==> src/rtl/rx_block_buffer.sv <==
// Packs UART bytes into 128-bit blocks and queues them in a first-word-fall-through FIFO.
// A partial block is dropped when the gap between its bytes exceeds TIMEOUT_CYCLES.
module rx_block_buffer #(
    parameter int DEPTH          = 4,
    parameter int TIMEOUT_CYCLES = 100000
) (
    input  logic                   clk,
    input  logic                   reset,
    input  logic [7:0]             rx_byte,
    input  logic                   rx_valid,
    input  logic                   rx_read,
    output logic [127:0]           pt,
    output logic                   rx_empty,
    output logic                   rx_full,
    output logic [$clog2(DEPTH):0] count,
    output logic                   overflow,
    output logic                   frame_error
);

    localparam int AW = $clog2(DEPTH);
    localparam int CW = AW + 1;
    localparam int TW = (TIMEOUT_CYCLES > 1) ? $clog2(TIMEOUT_CYCLES) : 1;
    localparam logic [TW-1:0] T_LAST = TW'((TIMEOUT_CYCLES > 0) ? TIMEOUT_CYCLES - 1 : 0);

    typedef enum logic {S_IDLE, S_FILL} state_t;

    state_t         state, state_next;
    logic [3:0]     byte_cnt, byte_cnt_next;
    logic [119:0]   shift, shift_next;
    logic [TW-1:0]  timer, timer_next;
    logic           push_req, timeout_hit;
    logic [127:0]   block;

    logic [127:0]   mem [DEPTH];
    logic [AW-1:0]  rd_ptr, wr_ptr;
    logic           pop, push, drop;

    // NOTE: every signal gets a default before the case so no path leaves one unassigned (no latches).
    always_comb begin
        state_next    = state;
        byte_cnt_next = byte_cnt;
        shift_next    = shift;
        timer_next    = timer;
        push_req      = 1'b0;
        timeout_hit   = 1'b0;
        block         = {shift, rx_byte};

        case (state)
            S_IDLE: begin
                if (rx_valid) begin
                    shift_next    = {shift[111:0], rx_byte};
                    byte_cnt_next = 4'd1;
                    timer_next    = '0;
                    state_next    = S_FILL;
                end
            end
            S_FILL: begin
                if (rx_valid) begin
                    timer_next = '0;
                    if (byte_cnt == 4'd15) begin
                        push_req      = 1'b1;
                        byte_cnt_next = 4'd0;
                        state_next    = S_IDLE;
                    end else begin
                        shift_next    = {shift[111:0], rx_byte};
                        byte_cnt_next = byte_cnt + 4'd1;
                    end
                end else if (TIMEOUT_CYCLES != 0) begin
                    // The TIMEOUT_CYCLES-th consecutive idle cycle discards the partial block.
                    if (timer == T_LAST) begin
                        timeout_hit   = 1'b1;
                        byte_cnt_next = 4'd0;
                        timer_next    = '0;
                        state_next    = S_IDLE;
                    end else begin
                        timer_next = timer + TW'(1);
                    end
                end
            end
            default: state_next = S_IDLE;
        endcase
    end

    // NOTE: sequential state uses non-blocking assignments so all registers update together.
    always_ff @(posedge clk) begin
        if (reset) begin
            state       <= S_IDLE;
            byte_cnt    <= 4'd0;
            shift       <= '0;
            timer       <= '0;
            frame_error <= 1'b0;
        end else begin
            state       <= state_next;
            byte_cnt    <= byte_cnt_next;
            shift       <= shift_next;
            timer       <= timer_next;
            frame_error <= timeout_hit;
        end
    end

    assign rx_empty = (count == '0);
    assign rx_full  = (count == CW'(DEPTH));
    assign pop      = rx_read && !rx_empty;
    // A same-cycle pop frees the slot, so a full FIFO still accepts the push.
    assign push     = push_req && (!rx_full || pop);
    assign drop     = push_req && rx_full && !pop;
    assign pt       = rx_empty ? '0 : mem[rd_ptr];

    // NOTE: block storage has no reset; only pointers and count define what is valid.
    always_ff @(posedge clk) begin
        if (push) mem[wr_ptr] <= block;
    end

    always_ff @(posedge clk) begin
        if (reset) begin
            rd_ptr   <= '0;
            wr_ptr   <= '0;
            count    <= '0;
            overflow <= 1'b0;
        end else begin
            if (pop)  rd_ptr <= rd_ptr + AW'(1);
            if (push) wr_ptr <= wr_ptr + AW'(1);
            case ({push, pop})
                2'b10:   count <= count + CW'(1);
                2'b01:   count <= count - CW'(1);
                default: count <= count;
            endcase
            if (drop) overflow <= 1'b1;
        end
    end

endmodule

==> config.mk <==
export PLATFORM = sky130hd
export DESIGN_NAME = rx_block_buffer
export DESIGN_NICKNAME = d
export VERILOG_FILES = /design/src/rtl/rx_block_buffer.sv
export SDC_FILE = /design/constraint.sdc
export NUM_CORES = 1
export LEC_CHECK = 0
export CORE_MARGIN = 1.5
export CORE_UTILIZATION = 45
export CTS_BUF_LIST = sky130_fd_sc_hd__clkbuf_16
export CTS_CLUSTER_DIAMETER = 30
export DETAILED_ROUTE_END_ITERATION = 8
export MAX_ROUTING_LAYER = met4
export PLACE_DENSITY = 0.71
export SLEW_MARGIN = 30
export SYNTH_ARGS = -nofsm -noshare
export SYNTH_HDL_FRONTEND = slang
export SYNTH_SLANG_ARGS = --single-unit
==> constraint.sdc <==
create_clock -name clk -period 12.7 [get_ports clk]
set_clock_uncertainty 0.1 [all_clocks]
set_input_delay 2.54 -clock clk [delete_from_list [all_inputs] [get_ports clk]]
set_output_delay 2.54 -clock clk [all_outputs]
set_load 0.05 [all_outputs]
==> impl_metrics.py, run 1 <==
metrics = {
    "logic_synthesis": {
        "syn_avg_cell_area_um2": 16.19,
        "synth.distinct_cells": 65,
        "postSynthCellCount": 1558,
        "yosysTopAreaCellShare_pct": 60.96,
        "synth_top_cell_by_area": "edfxtp_1",
        "async_reset_ff_share_pct": 0,
        "ys_ff_latch": 665,
        "synth_edf_count": 512,
        "synthFlopType": "edfxtp_1",
        "ys_warn_count": 0,
        "synth.top_cells.by_area": "edfxtp_1 (61%), dfxtp_1 (12%), mux4_2 (11%)",
        "syn-num-nets": 1577,
        "ys_seq_area_share_pct": 73.10,
        "netlist_area_mm2": 0.02522,
    },
    "routing": {
        "routed_wl_um": 53820,
        "dr.pass1.iters": 5,
        "drt_iter0_markers": 1203,
        "via_per_inst": 5.436,
        "vias": 14050,
        "route.detailed.drc": 0,
        "post_drt_wl_per_cell_um": 20.82,
        "ant_nets": 0,
    },
    "worst_hold_path": {
        "worst_hold_path.endpoint": "overflow",
        "hold_depth": 2,
        "hold_class": "reg -> reg",
        "min_from": "overflow",
    },
    "setup_path": {
        "cpMaxStageDelayCell": "clkdlybuf4s50_1",
        "critical_path_class": "reg -> out",
        "critical_path.endpoint_type": "primary output",
        "max_stage_delay_ns": 0.70,
        "critPathBufInv": 3,
        "path_cells": "buf_6, buf_4, mux4_2, and2_1, clkdlybuf4s50_1",
        "reg2reg_slack_ns": 8.79,
        "critPathLaunchType": "flop",
        "critPathTopFamily": "buffers and inverters",
        "required_ns": 10.06,
        "reg2reg_to": "mem[1][98]",
        "cp.arrival_ns": 3.99,
        "cp_num_cells": 5,
        "cp_max_fo": 44,
        "r2r_cells": 5,
        "timing.rr.start": "state",
    },
    "timing": {
        "fin_crit_sh_pct": 52.18,
        "slew_violations": 0,
        "finalSetupViolations": 0,
        "fmaxAchievable_mhz": 150.9,
        "setup_tns_ns": 0,
        "tightest_slew_ns": 0.9379,
        "slew_headroom_pct": 37.47,
        "worst_slack_ns": 6.073,
        "period_needed_ns": 6.627,
        "finalHoldViolCount": 0,
        "rsz0062_at_grt": "no",
    },
    "status": {
        "status": "finished clean",
    },
    "layout": {
        "fillers": 4120,
        "post_route_cells_drive_above_1_share_pct": 18.90,
        "final_cells": 2585,
        "mostFrequentLayoutCell": "edfxtp_1",
        "nets": 1758,
        "final_cell_mix": "edfxtp_1 (512), nand2_1 (253), dfxtp_1 (151), clkdlybuf4s50_1 (145), and2_1 (130)",
        "syn2layout_area_growth_pct": 23.99,
    },
    "clocking": {
        "post_cts_resized": 0,
        "cts_made_buffers": 110,
        "cts_hold_buf": 0,
        "clock_latency_ns": 0.65,
        "clk_pin_slew_ns": 0.05,
        "ctsLongestPathBuffers": 3,
        "h-tree-depth": 3,
        "cts.sinks": 665,
        "cts_tree": "yes",
        "clockRootBuffer": "clkbuf_16",
        "post_cts_buffers": 0,
    },
    "die": {
        "die_w_um": 239.8,
        "initial_utilization_pct": 45.69,
        "dieArea_mm2": 0.05748,
        "dieHeight_um": 239.8,
        "core_area_mm2": 0.05520,
        "io_pins": 147,
        "num_rows": 86,
    },
    "place": {
        "portBuffers": 146,
        "dp_hpwl_um": 28240,
        "place_congestion": 0.8158,
        "dp_cells": 2371,
        "pre_cts_slack_ns": 5.969,
    },
    "pwr": {
        "cellPowerDensity_mw_per_mm2": 170.7,
        "power.total_mw": 5.339,
        "vdd_drop_max_uv": 116.6,
        "power.leakage_nw": 10.03,
    },
    "global_routing": {
        "antenna_found_initial": 1,
        "grt_pass1_vias": 14270,
        "grt-ovfl-total": 0,
        "grt.total_usage_pct": 19.59,
        "grt_pass1_wl_um": 82770,
        "grt_max_degree": 97,
    },
    "run": {
        "drv_cap": 0,
    },
}
through the flow:
step	hold WS, ns	util (%)	cell area [um^2]
after floorplan	0.3473	-	25220
after global placement	0.3657	49.57	27360
after detailed placement	0.3660	49.59	27380
after CTS	0.3878	56.46	31170
after global routing	0.4092	56.66	31280
final	0.3834	56.66	31280
tightest hold or removal path: stages, from the launching register on:
cell and delay, ns:
dfxtp_1 0.33, a21oi_1 0.04, nor2_1 0.07
registers in the layout, indices dropped and copies added (netlist names), named ones only:
name and count:
wr_ptr 2, overflow 1, rd_ptr 2, state 1, mem 512, byte_cnt 4
shift 120, frame_error 1, count 3, timer 17
logic make-up after synthesis:
logic type,after synthesis,synth area share (%)
flip-flops,665,73.10
multiplexers,130,11.51
AO/OA/AOI/OAI,171,3.820
AND/OR/NAND/NOR,475,9.227
adder cells (fa/ha/maj),7,0.3770
buffers and inverters,103,1.721
XOR/XNOR,7,0.2431
metal layers:
metal  track usage (%)  vias up  share of wire (%)
li1                  -     6311                  -
met1             25.35     7151                 42
met2             31.04      494                 50
met3             3.538       97                5.9
met4             7.307        0                2.5
met5                 -        -                  0
worst max path at each step:
| stage | slack [ns] | end |
|---|---|---|
| 3_3_place_gp | 6.05 | mem[1][91] |
| 5_1_grt | 5.80 | pt[111] |
| 6_report | 6.07 | pt[46] |
| 4_1_cts | 5.69 | pt[38] |
| 2_1_floorplan | 5.79 | mem[0][0] |
| 3_5_place_dp | 5.97 | mem[2][95] |
report_power, final:
part,internal (mW),switching (mW)
sequential,2.32,0.00635
clock,1.92,1.05
combinational,0.00837,0.0319
total,4.26,1.08
area by class of cell:
| type | instances | area [um^2] | share of cell area, % |
|---|---|---|---|
| timing repair buffer | 164 | 1682 | 5.377 |
| sequential | 665 | 18450 | 58.98 |
| multi-input combinational | 790 | 6389 | 20.43 |
| clock buffer | 112 | 2803 | 8.961 |
| inverter | 8 | 30.03 | 0.09602 |
| clock inverter | 97 | 988.4 | 3.161 |
| antenna | 1 | 2.502 | 0.008001 |
| tap | 748 | 935.9 | 2.992 |
Yosys cell counts (6+ instances only):
master / instances
buf_2: 35
a21oi_1: 127
and2_1: 134
ha_1: 6
nand2_1: 253
o21ai_0: 9
inv_1: 7
and4_1: 7
nor3_1: 8
nand4_1: 12
nor2_1: 21
mux4_2: 128
dfxtp_1: 153
clkbuf_1: 54
nor4_1: 6
edfxtp_1: 512
No activity file was read; power rests on OpenSTA's default activity.
==> run 2: changes to the inputs <==
==> constraint.sdc (replaced) <==
create_clock -name clk -period 7 [get_ports clk]
set_clock_uncertainty 0.1 [all_clocks]
set_input_delay 1.4 -clock clk [delete_from_list [all_inputs] [get_ports clk]]
set_output_delay 1.4 -clock clk [all_outputs]
set_load 0.05 [all_outputs]
==> impl_metrics.py, run 2 (synthesized netlist as in run 1, its figures left out) <==
metrics = {
    "die": {
        "initial_utilization_pct": 45.69,
        "core_area_mm2": 0.05520,
        "die_w_um": 239.8,
        "io_pins": 147,
        "num_rows": 86,
        "dieArea_mm2": 0.05748,
        "dieHeight_um": 239.8,
    },
    "layout": {
        "final_cell_mix": "edfxtp_1 (512), nand2_1 (253), dfxtp_1 (151), clkdlybuf4s50_1 (145), and2_1 (130)",
        "fin_area_mm2": 0.03122,
        "top_regs": "mem x512, shift x120, timer x17",
        "final_cells": 2578,
        "diodes": 0,
        "syn2layout_area_growth_pct": 23.80,
        "fillers": 4134,
        "mostFrequentLayoutCell": "edfxtp_1",
        "largest_register_ffs": 512,
        "largest-register": "mem",
        "nets": 1755,
        "post_route_cells_drive_above_1_share_pct": 19.34,
    },
    "clocking": {
        "cts_made_buffers": 106,
        "clock_latency_ns": 0.64,
        "cts_tree": "yes",
        "cts_hold_buf": 0,
        "clockRootBuffer": "clkbuf_16",
        "h-tree-depth": 3,
        "post_cts_buffers": 0,
        "clk_pin_slew_ns": 0.05,
        "ctsLongestPathBuffers": 3,
        "cts.sinks": 665,
        "post_cts_resized": 0,
    },
    "timing": {
        "finalHoldViolCount": 0,
        "rsz0062_at_grt": "no",
        "period_needed_ns": 5.008,
        "fmaxAchievable_mhz": 199.7,
        "slew_headroom_pct": 38.22,
        "slew_violations": 0,
        "setup_tns_ns": 0,
        "fin_crit_sh_pct": 71.54,
        "worst_slack_ns": 1.992,
        "finalSetupViolations": 0,
        "tightest_slew_ns": 0.9244,
        "whs_ns": 0.3976,
    },
    "setup_path": {
        "cp_max_fo": 83,
        "critical_path_class": "reg -> out",
        "path_cells": "or3_4, buf_4, and2_1, clkdlybuf4s50_1",
        "cpMaxStageDelayCell": "clkdlybuf4s50_1",
        "reg2reg_slack_ns": 3.37,
        "critical_path.endpoint_type": "primary output",
        "timing.rr.start": "state",
        "critPathLaunchType": "flop",
        "required_ns": 5.50,
        "max_stage_delay_ns": 0.85,
        "critPathTopFamily": "buffers and inverters",
        "critPathBufInv": 2,
        "cp.arrival_ns": 3.51,
        "reg2reg_to": "mem[2][95]",
        "r2r_cells": 4,
    },
    "global_routing": {
        "grt-ovfl-total": 0,
        "grt_max_degree": 84,
        "grt_pass1_wl_um": 81680,
        "antenna_found_initial": 2,
        "grt_pass1_vias": 14180,
        "grt.total_usage_pct": 19.38,
    },
    "routing": {
        "wl_met1_um": 22450,
        "dr_wl_met3_um": 3074,
        "top_layer": "met4",
        "via_per_inst": 5.408,
        "vias": 13940,
        "routed_wl_um": 53270,
        "wl_met2_um": 26750,
        "route.detailed.drc": 0,
        "dr.pass1.iters": 5,
        "drt_iter0_markers": 1126,
        "post_drt_wl_per_cell_um": 20.66,
        "ant_nets": 0,
    },
    "place": {
        "dp_cells": 2375,
        "pre_cts_slack_ns": 2.035,
        "place_area_mm2": 0.02747,
        "dp_hpwl_um": 29180,
        "portBuffers": 146,
        "place_congestion": 0.8194,
    },
    "status": {
        "status": "finished clean",
    },
    "worst_hold_path": {
        "worst_hold_path.endpoint": "shift[118]",
        "hold_depth": 2,
        "min_from": "shift[118]",
        "hold_class": "reg -> reg",
    },
    "run": {
        "drv_cap": 0,
    },
    "pwr": {
        "cellPowerDensity_mw_per_mm2": 307.8,
        "vdd_drop_max_uv": 204.1,
        "power.leakage_nw": 9.958,
    },
}
-- run 2: cell types whose count changed in the layout (fill, tap and decap cells not counted), sizes merged --
cell and change:
clkinv -1, clkbuf -4, diode -1, inv -10, clkinvlp +8, buf +1
-- run 2: how the worst max path moves through the flow --
stage	startpoint	end	slack [ns]	cells past startpoint
global placement	rx_valid	mem[2][96]	2.13	5
detailed placement	rx_valid	mem[2][96]	2.03	5
finish	count[0]	pt[36]	1.99	4
CTS	flop	pt[53]	1.59	4
floorplan	rx_valid	mem[1][0]	1.23	4
global route	count[0]	pt[36]	1.66	4
-- run 2: layout make-up --
| type | count | area (um^2) | share of cell area [%] |
|---|---|---|---|
| multi-input cells | 790 | 6389 | 20.46 |
| well taps | 748 | 935.9 | 2.997 |
| inverters | 8 | 30.03 | 0.09617 |
| flip-flops and latches | 665 | 18450 | 59.07 |
| clock inverters | 94 | 1026 | 3.286 |
| repair buffers | 165 | 1697 | 5.434 |
| clock buffers | 108 | 2703 | 8.655 |
-- run 2: stage by stage --
step	utilization [%]	power, mW
CTS	56.52	9.671
global placement	49.76	4.373
detailed placement	49.76	4.375
global route	56.57	9.858
finish	56.57	9.610
floorplan	-	4.344
-- run 2: where the power goes --
part | leakage [nW] | switching, mW | internal [mW]
sequential | 5.97 | 0.0112 | 4.21
clock | 1.80 | 1.91 | 3.41
combinational | 2.19 | 0.0586 | 0.0152
-- run 2: metal layers --
metal | track usage (%) | vias up
li1 | - | 6304
met1 | 25.02 | 7105
met2 | 31.08 | 456
met3 | 3.492 | 77
met4 | 6.578 | 0
met5 | - | -
-- run 2: worst min-delay path, cell delays in order (launching register included) --
cell and delay, ns:
dfxtp_1 0.33, nand2_1 0.06, a21oi_1 0.05
